<file path="config.mk">
export PLATFORM = sky130hd
export DESIGN_NAME = hdmi_422_formatter
export DESIGN_NICKNAME = d
export VERILOG_FILES = /design/src/rtl/hdmi_fmt_pkg.sv /design/src/rtl/hdmi_csc_709.sv /design/src/rtl/hdmi_422_formatter.sv
export SDC_FILE = /design/constraint.sdc
export NUM_CORES = 1
export LEC_CHECK = 0
export ABC_AREA = 1
export BUFFER_PORTS_ARGS = -buffer_cell sky130_fd_sc_hd__buf_2
export CORE_ASPECT_RATIO = 2
export CORE_UTILIZATION = 53
export CTS_CLUSTER_DIAMETER = 200
export DETAILED_ROUTE_END_ITERATION = 10
export PLACE_DENSITY = 0.81
export SETUP_SLACK_MARGIN = 0.05
export SYNTH_ARGS = -nofsm -noshare
export SYNTH_HDL_FRONTEND = slang
export SYNTH_SLANG_ARGS = --single-unit
</file>
<file path="constraint.sdc">
create_clock -name clk -period 5.6 [get_ports clk]
set_input_delay 1.12 -clock clk [delete_from_list [all_inputs] [get_ports clk]]
set_output_delay 1.12 -clock clk [all_outputs]
set_load 0.05 [all_outputs]
</file>
<file path="src/rtl/hdmi_fmt_pkg.sv">
// rtl/hdmi_fmt_pkg.sv - shared constants, types and helpers for the HDMI 4:2:2 formatter
package hdmi_fmt_pkg;

  localparam int LATENCY = 5;
  localparam int SHIFT   = 8;

  localparam logic signed [17:0] ROUND = 18'sd128;

  // BT.709 limited-range coefficients scaled by 256
  localparam logic signed [17:0] K_YR  =  18'sd47;
  localparam logic signed [17:0] K_YG  =  18'sd157;
  localparam logic signed [17:0] K_YB  =  18'sd16;
  localparam logic signed [17:0] K_CBR = -18'sd26;
  localparam logic signed [17:0] K_CBG = -18'sd86;
  localparam logic signed [17:0] K_CBB =  18'sd112;
  localparam logic signed [17:0] K_CRR =  18'sd112;
  localparam logic signed [17:0] K_CRG = -18'sd102;
  localparam logic signed [17:0] K_CRB = -18'sd10;

  localparam logic signed [11:0] Y_OFF = 12'sd16;
  localparam logic signed [11:0] C_OFF = 12'sd128;

  localparam logic signed [11:0] Y_MIN    = 12'sd16;
  localparam logic signed [11:0] Y_MAX    = 12'sd235;
  localparam logic signed [11:0] C_MIN    = 12'sd16;
  localparam logic signed [11:0] C_MAX    = 12'sd240;
  localparam logic signed [11:0] FULL_MIN = 12'sd1;
  localparam logic signed [11:0] FULL_MAX = 12'sd254;

  localparam logic [15:0] BLANK_DATA = 16'h8010;

  typedef struct packed {
    logic [7:0] y;
    logic [7:0] cb;
    logic [7:0] cr;
  } ycc_t;

  function automatic logic [7:0] clamp8(input logic signed [11:0] v,
                                        input logic signed [11:0] lo,
                                        input logic signed [11:0] hi);
    logic signed [11:0] t;
    t = v;
    if (v < lo) t = lo;
    else if (v > hi) t = hi;
    return t[7:0];
  endfunction

  // rounded mean of two 8-bit samples
  function automatic logic [7:0] avg8(input logic [7:0] a, input logic [7:0] b);
    logic [8:0] s;
    s = {1'b0, a} + {1'b0, b} + 9'd1;
    return s[8:1];
  endfunction

endpackage

</file>
<file path="src/rtl/hdmi_csc_709.sv">
// rtl/hdmi_csc_709.sv - 3-stage BT.709 RGB->YCbCr converter with registered bypass
import hdmi_fmt_pkg::*;

module hdmi_csc_709 #(
  parameter bit CLAMP_EN = 1'b1
) (
  input  logic        clk,
  input  logic        rst,
  input  logic [23:0] pix_in,
  input  logic        bypass_in,
  output ycc_t        ycc_out
);

  localparam logic signed [17:0] COEF [9] = '{K_YR, K_YG, K_YB,
                                              K_CBR, K_CBG, K_CBB,
                                              K_CRR, K_CRG, K_CRB};

  localparam logic signed [11:0] YLO = CLAMP_EN ? Y_MIN : FULL_MIN;
  localparam logic signed [11:0] YHI = CLAMP_EN ? Y_MAX : FULL_MAX;
  localparam logic signed [11:0] CLO = CLAMP_EN ? C_MIN : FULL_MIN;
  localparam logic signed [11:0] CHI = CLAMP_EN ? C_MAX : FULL_MAX;

  logic signed [17:0] chan   [3];
  logic signed [17:0] prod_c [9];
  logic signed [17:0] prod_q [9];
  logic signed [17:0] acc    [3];
  logic signed [17:0] sh     [3];
  logic signed [11:0] sum_q  [3];
  logic signed [11:0] pre    [3];
  logic [23:0]        raw1, raw2;
  logic               byp1, byp2;

  // widen R,G,B and form all nine coefficient products
  always_comb begin
    for (int k = 0; k < 3; k++) begin
      chan[k] = {10'd0, pix_in[8*(2-k) +: 8]};
    end
    for (int c = 0; c < 3; c++) begin
      for (int k = 0; k < 3; k++) begin
        prod_c[3*c+k] = chan[k] * COEF[3*c+k];
      end
    end
  end

  // stage 1: register products, carry raw pixel for bypass
  always_ff @(posedge clk) begin
    if (rst) begin
      prod_q <= '{default: '0};
      raw1   <= '0;
      byp1   <= 1'b0;
    end else begin
      prod_q <= prod_c;
      raw1   <= pix_in;
      byp1   <= bypass_in;
    end
  end

  // sum each row with rounding, then arithmetic scale-down
  always_comb begin
    for (int c = 0; c < 3; c++) begin
      acc[c] = prod_q[3*c] + prod_q[3*c+1] + prod_q[3*c+2] + ROUND;
      sh[c]  = acc[c] >>> SHIFT;
    end
  end

  // stage 2: register scaled sums
  always_ff @(posedge clk) begin
    if (rst) begin
      sum_q <= '{default: '0};
      raw2  <= '0;
      byp2  <= 1'b0;
    end else begin
      for (int c = 0; c < 3; c++) sum_q[c] <= sh[c][11:0];
      raw2 <= raw1;
      byp2 <= byp1;
    end
  end

  // add offsets, or pick the raw YCbCr sample in bypass
  always_comb begin
    for (int c = 0; c < 3; c++) begin
      pre[c] = byp2 ? $signed({4'd0, raw2[8*(2-c) +: 8]})
                    : sum_q[c] + ((c == 0) ? Y_OFF : C_OFF);
    end
  end

  // stage 3: clamp to legal range and register
  always_ff @(posedge clk) begin
    if (rst) begin
      ycc_out <= '0;
    end else begin
      ycc_out.y  <= clamp8(pre[0], YLO, YHI);
      ycc_out.cb <= clamp8(pre[1], CLO, CHI);
      ycc_out.cr <= clamp8(pre[2], CLO, CHI);
    end
  end

endmodule

</file>
<file path="src/rtl/hdmi_422_formatter.sv">
// rtl/hdmi_422_formatter.sv - 4:4:4 to 16-bit YCbCr 4:2:2 formatter for the ADV7511
import hdmi_fmt_pkg::*;

module hdmi_422_formatter #(
  parameter bit AVG_CHROMA = 1'b1,
  parameter bit CLAMP_EN   = 1'b1
) (
  input  logic        clk,
  input  logic        rst,
  input  logic        in_de,
  input  logic        in_hs,
  input  logic        in_vs,
  input  logic [23:0] in_pix,
  input  logic        mode,
  output logic        out_de,
  output logic        out_hs,
  output logic        out_vs,
  output logic [15:0] out_data
);

  // delay taps before the output register; the CSC output lines up with tap DL-2
  localparam int DL = LATENCY - 1;

  logic          de_prev, vs_prev, odd_next, mode_q;
  logic          cur_odd;
  logic [DL-1:0] de_d, hs_d, vs_d, odd_d;
  ycc_t          csc_q;
  logic [7:0]    y4, cb4, cr4, pend_c, c_even;
  logic [15:0]   data_c;

  hdmi_csc_709 #(.CLAMP_EN(CLAMP_EN)) u_csc (
    .clk       (clk),
    .rst       (rst),
    .pix_in    (in_pix),
    .bypass_in (mode_q),
    .ycc_out   (csc_q)
  );

  // a pixel is odd only if DE was already high on the previous clock
  assign cur_odd = de_prev & odd_next;

  // input-side phase tracking and per-frame mode latch
  always_ff @(posedge clk) begin
    if (rst) begin
      de_prev  <= 1'b0;
      vs_prev  <= 1'b0;
      odd_next <= 1'b0;
      mode_q   <= 1'b0;
    end else begin
      de_prev  <= in_de;
      vs_prev  <= in_vs;
      odd_next <= in_de & ~cur_odd;
      if (in_vs && !vs_prev) mode_q <= mode;
    end
  end

  // control/sync delay line matching the CSC pipe plus the look-ahead stage
  always_ff @(posedge clk) begin
    if (rst) begin
      de_d  <= '0;
      hs_d  <= '0;
      vs_d  <= '0;
      odd_d <= '0;
    end else begin
      de_d  <= {de_d[DL-2:0], in_de};
      hs_d  <= {hs_d[DL-2:0], in_hs};
      vs_d  <= {vs_d[DL-2:0], in_vs};
      odd_d <= {odd_d[DL-2:0], in_de & cur_odd};
    end
  end

  // look-ahead stage: hold pixel k while pixel k+1 sits at the CSC output;
  // an even pixel also prepares the Cr its odd partner will send
  always_ff @(posedge clk) begin
    if (rst) begin
      y4     <= '0;
      cb4    <= '0;
      cr4    <= '0;
      pend_c <= '0;
    end else begin
      y4  <= csc_q.y;
      cb4 <= csc_q.cb;
      cr4 <= csc_q.cr;
      if (de_d[DL-1] && !odd_d[DL-1]) begin
        pend_c <= AVG_CHROMA ? avg8(cr4, csc_q.cr) : cr4;
      end
    end
  end

  // output mux: even -> Cb (paired if a partner follows), odd -> prepared Cr, blank when DE low
  always_comb begin
    c_even = cb4;
    if (AVG_CHROMA && de_d[DL-2] && odd_d[DL-2]) c_even = avg8(cb4, csc_q.cb);
    data_c = BLANK_DATA;
    if (de_d[DL-1]) data_c = {(odd_d[DL-1] ? pend_c : c_even), y4};
  end

  // output register
  always_ff @(posedge clk) begin
    if (rst) begin
      out_de   <= 1'b0;
      out_hs   <= 1'b0;
      out_vs   <= 1'b0;
      out_data <= 16'h0000;
    end else begin
      out_de   <= de_d[DL-1];
      out_hs   <= hs_d[DL-1];
      out_vs   <= vs_d[DL-1];
      out_data <= data_c;
    end
  end

endmodule

</file>
==> flow_metrics.tcl <==
set metrics [dict create \
    finalSetupViolCount 0 \
    reg2reg_to "u_csc.sum_q[21]" \
    cts_buffer_depth 3 \
    power_frac_seq_pct 28.5 \
    post_cts_resized 0 \
    wl_mm 45.7 \
    outcome "finished clean" \
    hold_end "y4[3]" \
    skew_ns 0.00959 \
    clk_latency_ns 0.54 \
    initial_core_util_pct 53.8 \
    clkPwrFrac_pct 21.0 \
    ys_ff_latch 265 \
    place_area_mm2 0.0191 \
    irDropWorstVdd_v 0.000276 \
    stdcell_count 2821 \
    max_slew_margin_pct 29.6 \
    finalSetupTns_ns 0 \
    yosysMostFrequentCell "inv_1" \
    cellPowerDensity_mw_per_mm2 431 \
    die_area_mm2 0.0355 \
    fin_nets 2805 \
    swShare_pct 43.6 \
    syn_area_mm2 0.0184 \
    min_from "u_csc.ycc_out[19]" \
    worstSetupStartpointType "input port" \
    layout_setup_ws_ns 1.36 \
    report.power.total_mw 8.59 \
    dp_hpwl_mm 37.2 \
    cts-root-buf "clkbuf_16" \
    track_usage_pct 26.2 \
    rsz0062_at_grt "no" \
    antenna_left 0 \
    grt_pass1_vias 15800 \
    die_y_um 266 \
    worst_slew_pin_slew_ns 1.05 \
    synth_cell_types 42 \
    grt-ovfl-total 0 \
    cts_setup_buffers 0 \
    dr.pass1.iters 6 \
    grt_pass1_wl_mm 73.0 \
    postCtsHoldBufs 0 \
    cpPeakStageDelay_ns 0.55 \
    drc 0 \
    finalHoldViolCount 0 \
    cp_data_arrival_time_ns 4.64 \
    port_buffers 48 \
    synth_ff_type "dfxtp_1" \
    grt_max_degree 64 \
    r2r-start "u_csc.prod_q[112]" \
    antenna_found_initial 0 \
    place.gp.congestion 0.977 \
    num_vias 15200 \
    slowest_stage "fa_1" \
    drt_iter0_markers 703 \
    seq_area_frac_synth_pct 28.8 \
    cts_num_sinks 265 \
    cpMostUsedCell "nand2_1" \
    reg2reg_slack_ns 2.91 \
    crit_fanout 8 \
    viasPerCell 5.39 \
    place_inst 2777 \
    yosys.area.top_type "dfxtp_1" \
    synth.avg_cell_area_um2 7.94 \
    final_area_mm2 0.0199 \
    core_area_mm2 0.0342 \
    htreeDepth 1 \
    hold_depth 2 \
    rows 96 \
    ys_warn_count 0 \
    leakagePower_nw 10.4 \
    die_x_um 134 \
    combPwrFrac_pct 50.5 \
    worstSetupPathType "input port to flip-flop" \
    ioPinCount 49 \
    drive_gt1_share_pct 4.92 \
    whs_ns 0.399 \
    fin_crit_sh_pct 75.7 \
    clkSlewWorstSetupHoldPaths_ns 0.07 \
    cts_made_buffers 24 \
    maxCapViolCount 0 \
    crit_chain "buf_2, inv_1, fa_1, inv_1, ha_1, inv_1, fa_1, fa_1, inv_1, ha_1, nand2_1, a21oi_1, nor2_1, nand2_1, nand2_1, nand2_1, nand2_1, a21oi_1" \
    internal_power_mw 4.85 \
    final_util_pct 58.2 \
    synth-edff-count 0 \
    pre_cts_ws_ns 0.825 \
    syn_nets 2761 \
    rr_worst_depth 10 \
    final.min_clock_period_ns 4.24 \
    max_freq_mhz 236 \
    syn_to_final_growth_pct 8.27 \
    worst_setup_path_end_kind "flip-flop" \
    power.switching_mw 3.74 \
    slew_violations 0 \
    antenna_cells 0 \
    yosysTopAreaCellShare_pct 28.8 \
    worst_hold_path_type "flip-flop to flip-flop" \
    synth_area_leaders "dfxtp_1, ha_1, fa_1, inv_1, nand2_1" \
    crit_required_ns 6.00 \
    syn_inst 2318 \
    avgRoutedWirePerCell_um 16.2 \
    ys_async_sr_fraction_pct 0 \
    synthTopCellsByCount "inv_1, nand2_1, ha_1" \
    cts_tree "built" \
]
power by group through the flow:
stage	combinational, mW	clock (mW)	sequential, mW
2_1_floorplan	3.22	0	2.42
3_3_place_gp	4.14	0	2.48
3_5_place_dp	4.23	0	2.49
4_1_cts	4.29	1.82	2.45
5_1_grt	4.96	1.89	2.48
6_report	4.34	1.80	2.45
cells in the final DEF, fill, tap and decap left out, types with 3 or more instances in the layout:
master | Yosys | routed
a21o_1 | 10 | 10
a21oi_1 | 202 | 202
a31oi_1 | 8 | 8
and2_1 | 4 | 4
buf_2 | 2 | 47
buf_4 | 1 | 4
bufinv_16 | 0 | 4
clkbuf_16 | 0 | 25
clkinv_2 | 0 | 4
clkinvlp_4 | 0 | 4
dfxtp_1 | 265 | 265
fa_1 | 108 | 108
ha_1 | 305 | 305
inv_1 | 430 | 429
inv_6 | 0 | 3
nand2_1 | 352 | 352
nand2_2 | 7 | 7
nand3_1 | 94 | 94
nand3b_1 | 3 | 3
nand4_1 | 20 | 20
nor2_1 | 283 | 283
nor3_1 | 20 | 20
nor4_1 | 3 | 3
o211ai_1 | 4 | 4
o21a_1 | 13 | 13
o21ai_0 | 111 | 111
o21ai_2 | 5 | 5
o21bai_1 | 10 | 10
or2_2 | 3 | 3
xor2_1 | 4 | 4
layout make-up:
class,instances,area [um^2]
fillers,3041,14300
multi-input cells,1588,11300
flip-flops and latches,265,5310
inverters,432,1630
clock buffers,27,653
well taps,441,552
repair buffers,51,265
clock inverters,17,220
cell families (layout without fill, tap and decap cells):
logic type / after synthesis / after routing / share of synthesized area [%]
AOI/OAI and AO/OA: 372 / 372 / 10.9
DFF: 265 / 265 / 28.8
xor gates and xnor gates: 5 / 5 / 0.238
buffers and inverters: 465 / 527 / 9.77
muxes: 2 / 2 / 0.109
adders and majority gates: 413 / 413 / 32.5
and+or+nand+nor: 796 / 796 / 17.7
flip-flops by register name, summed over array words and instances (netlist names), 4 cells and up:
register and flops:
u_csc.prod_q 100, de_d 4, cr4 8, cb4 8, u_csc.raw2 24, y4 8
u_csc.sum_q 29, u_csc.raw1 17, odd_d 4, hs_d 4, pend_c 8, vs_d 4
u_csc.ycc_out 24, out_data 16
worst max-delay path: cells and delay by family:
family	cells	cell delay (ns)
AO/OA/AOI/OAI	2	0.12
buffers and inverters	5	0.59
adder cells (fa/ha/maj)	5	2.21
AND/OR/NAND/NOR	6	0.59
per-layer routing:
layer  part of all wire [%]  GRT usage (%)  vias up  routed length (um)
met5                      0              0        -                   0
met4                    9.3           22.6        0                4230
met3                    3.3           2.08      192                1510
met2                     55           52.4      425               25000
met1                     33           22.4     7075               14900
li1                       -              -     7504                   -
how the worst max path moves through the flow:
stage	start	endpoint	slack, ns	depth (start not counted)
floorplan	in_pix[12]	u_csc.prod_q[141]	1.40	16
global placement	in_pix[13]	u_csc.prod_q[141]	0.84	17
detailed placement	in_pix[13]	u_csc.prod_q[139]	0.82	18
CTS	in_pix[13]	u_csc.prod_q[139]	1.39	18
global route	in_pix[13]	u_csc.prod_q[136]	1.19	15
finish	in_pix[14]	u_csc.prod_q[139]	1.36	18
Note: power is estimated with default switching activity, not from simulation.
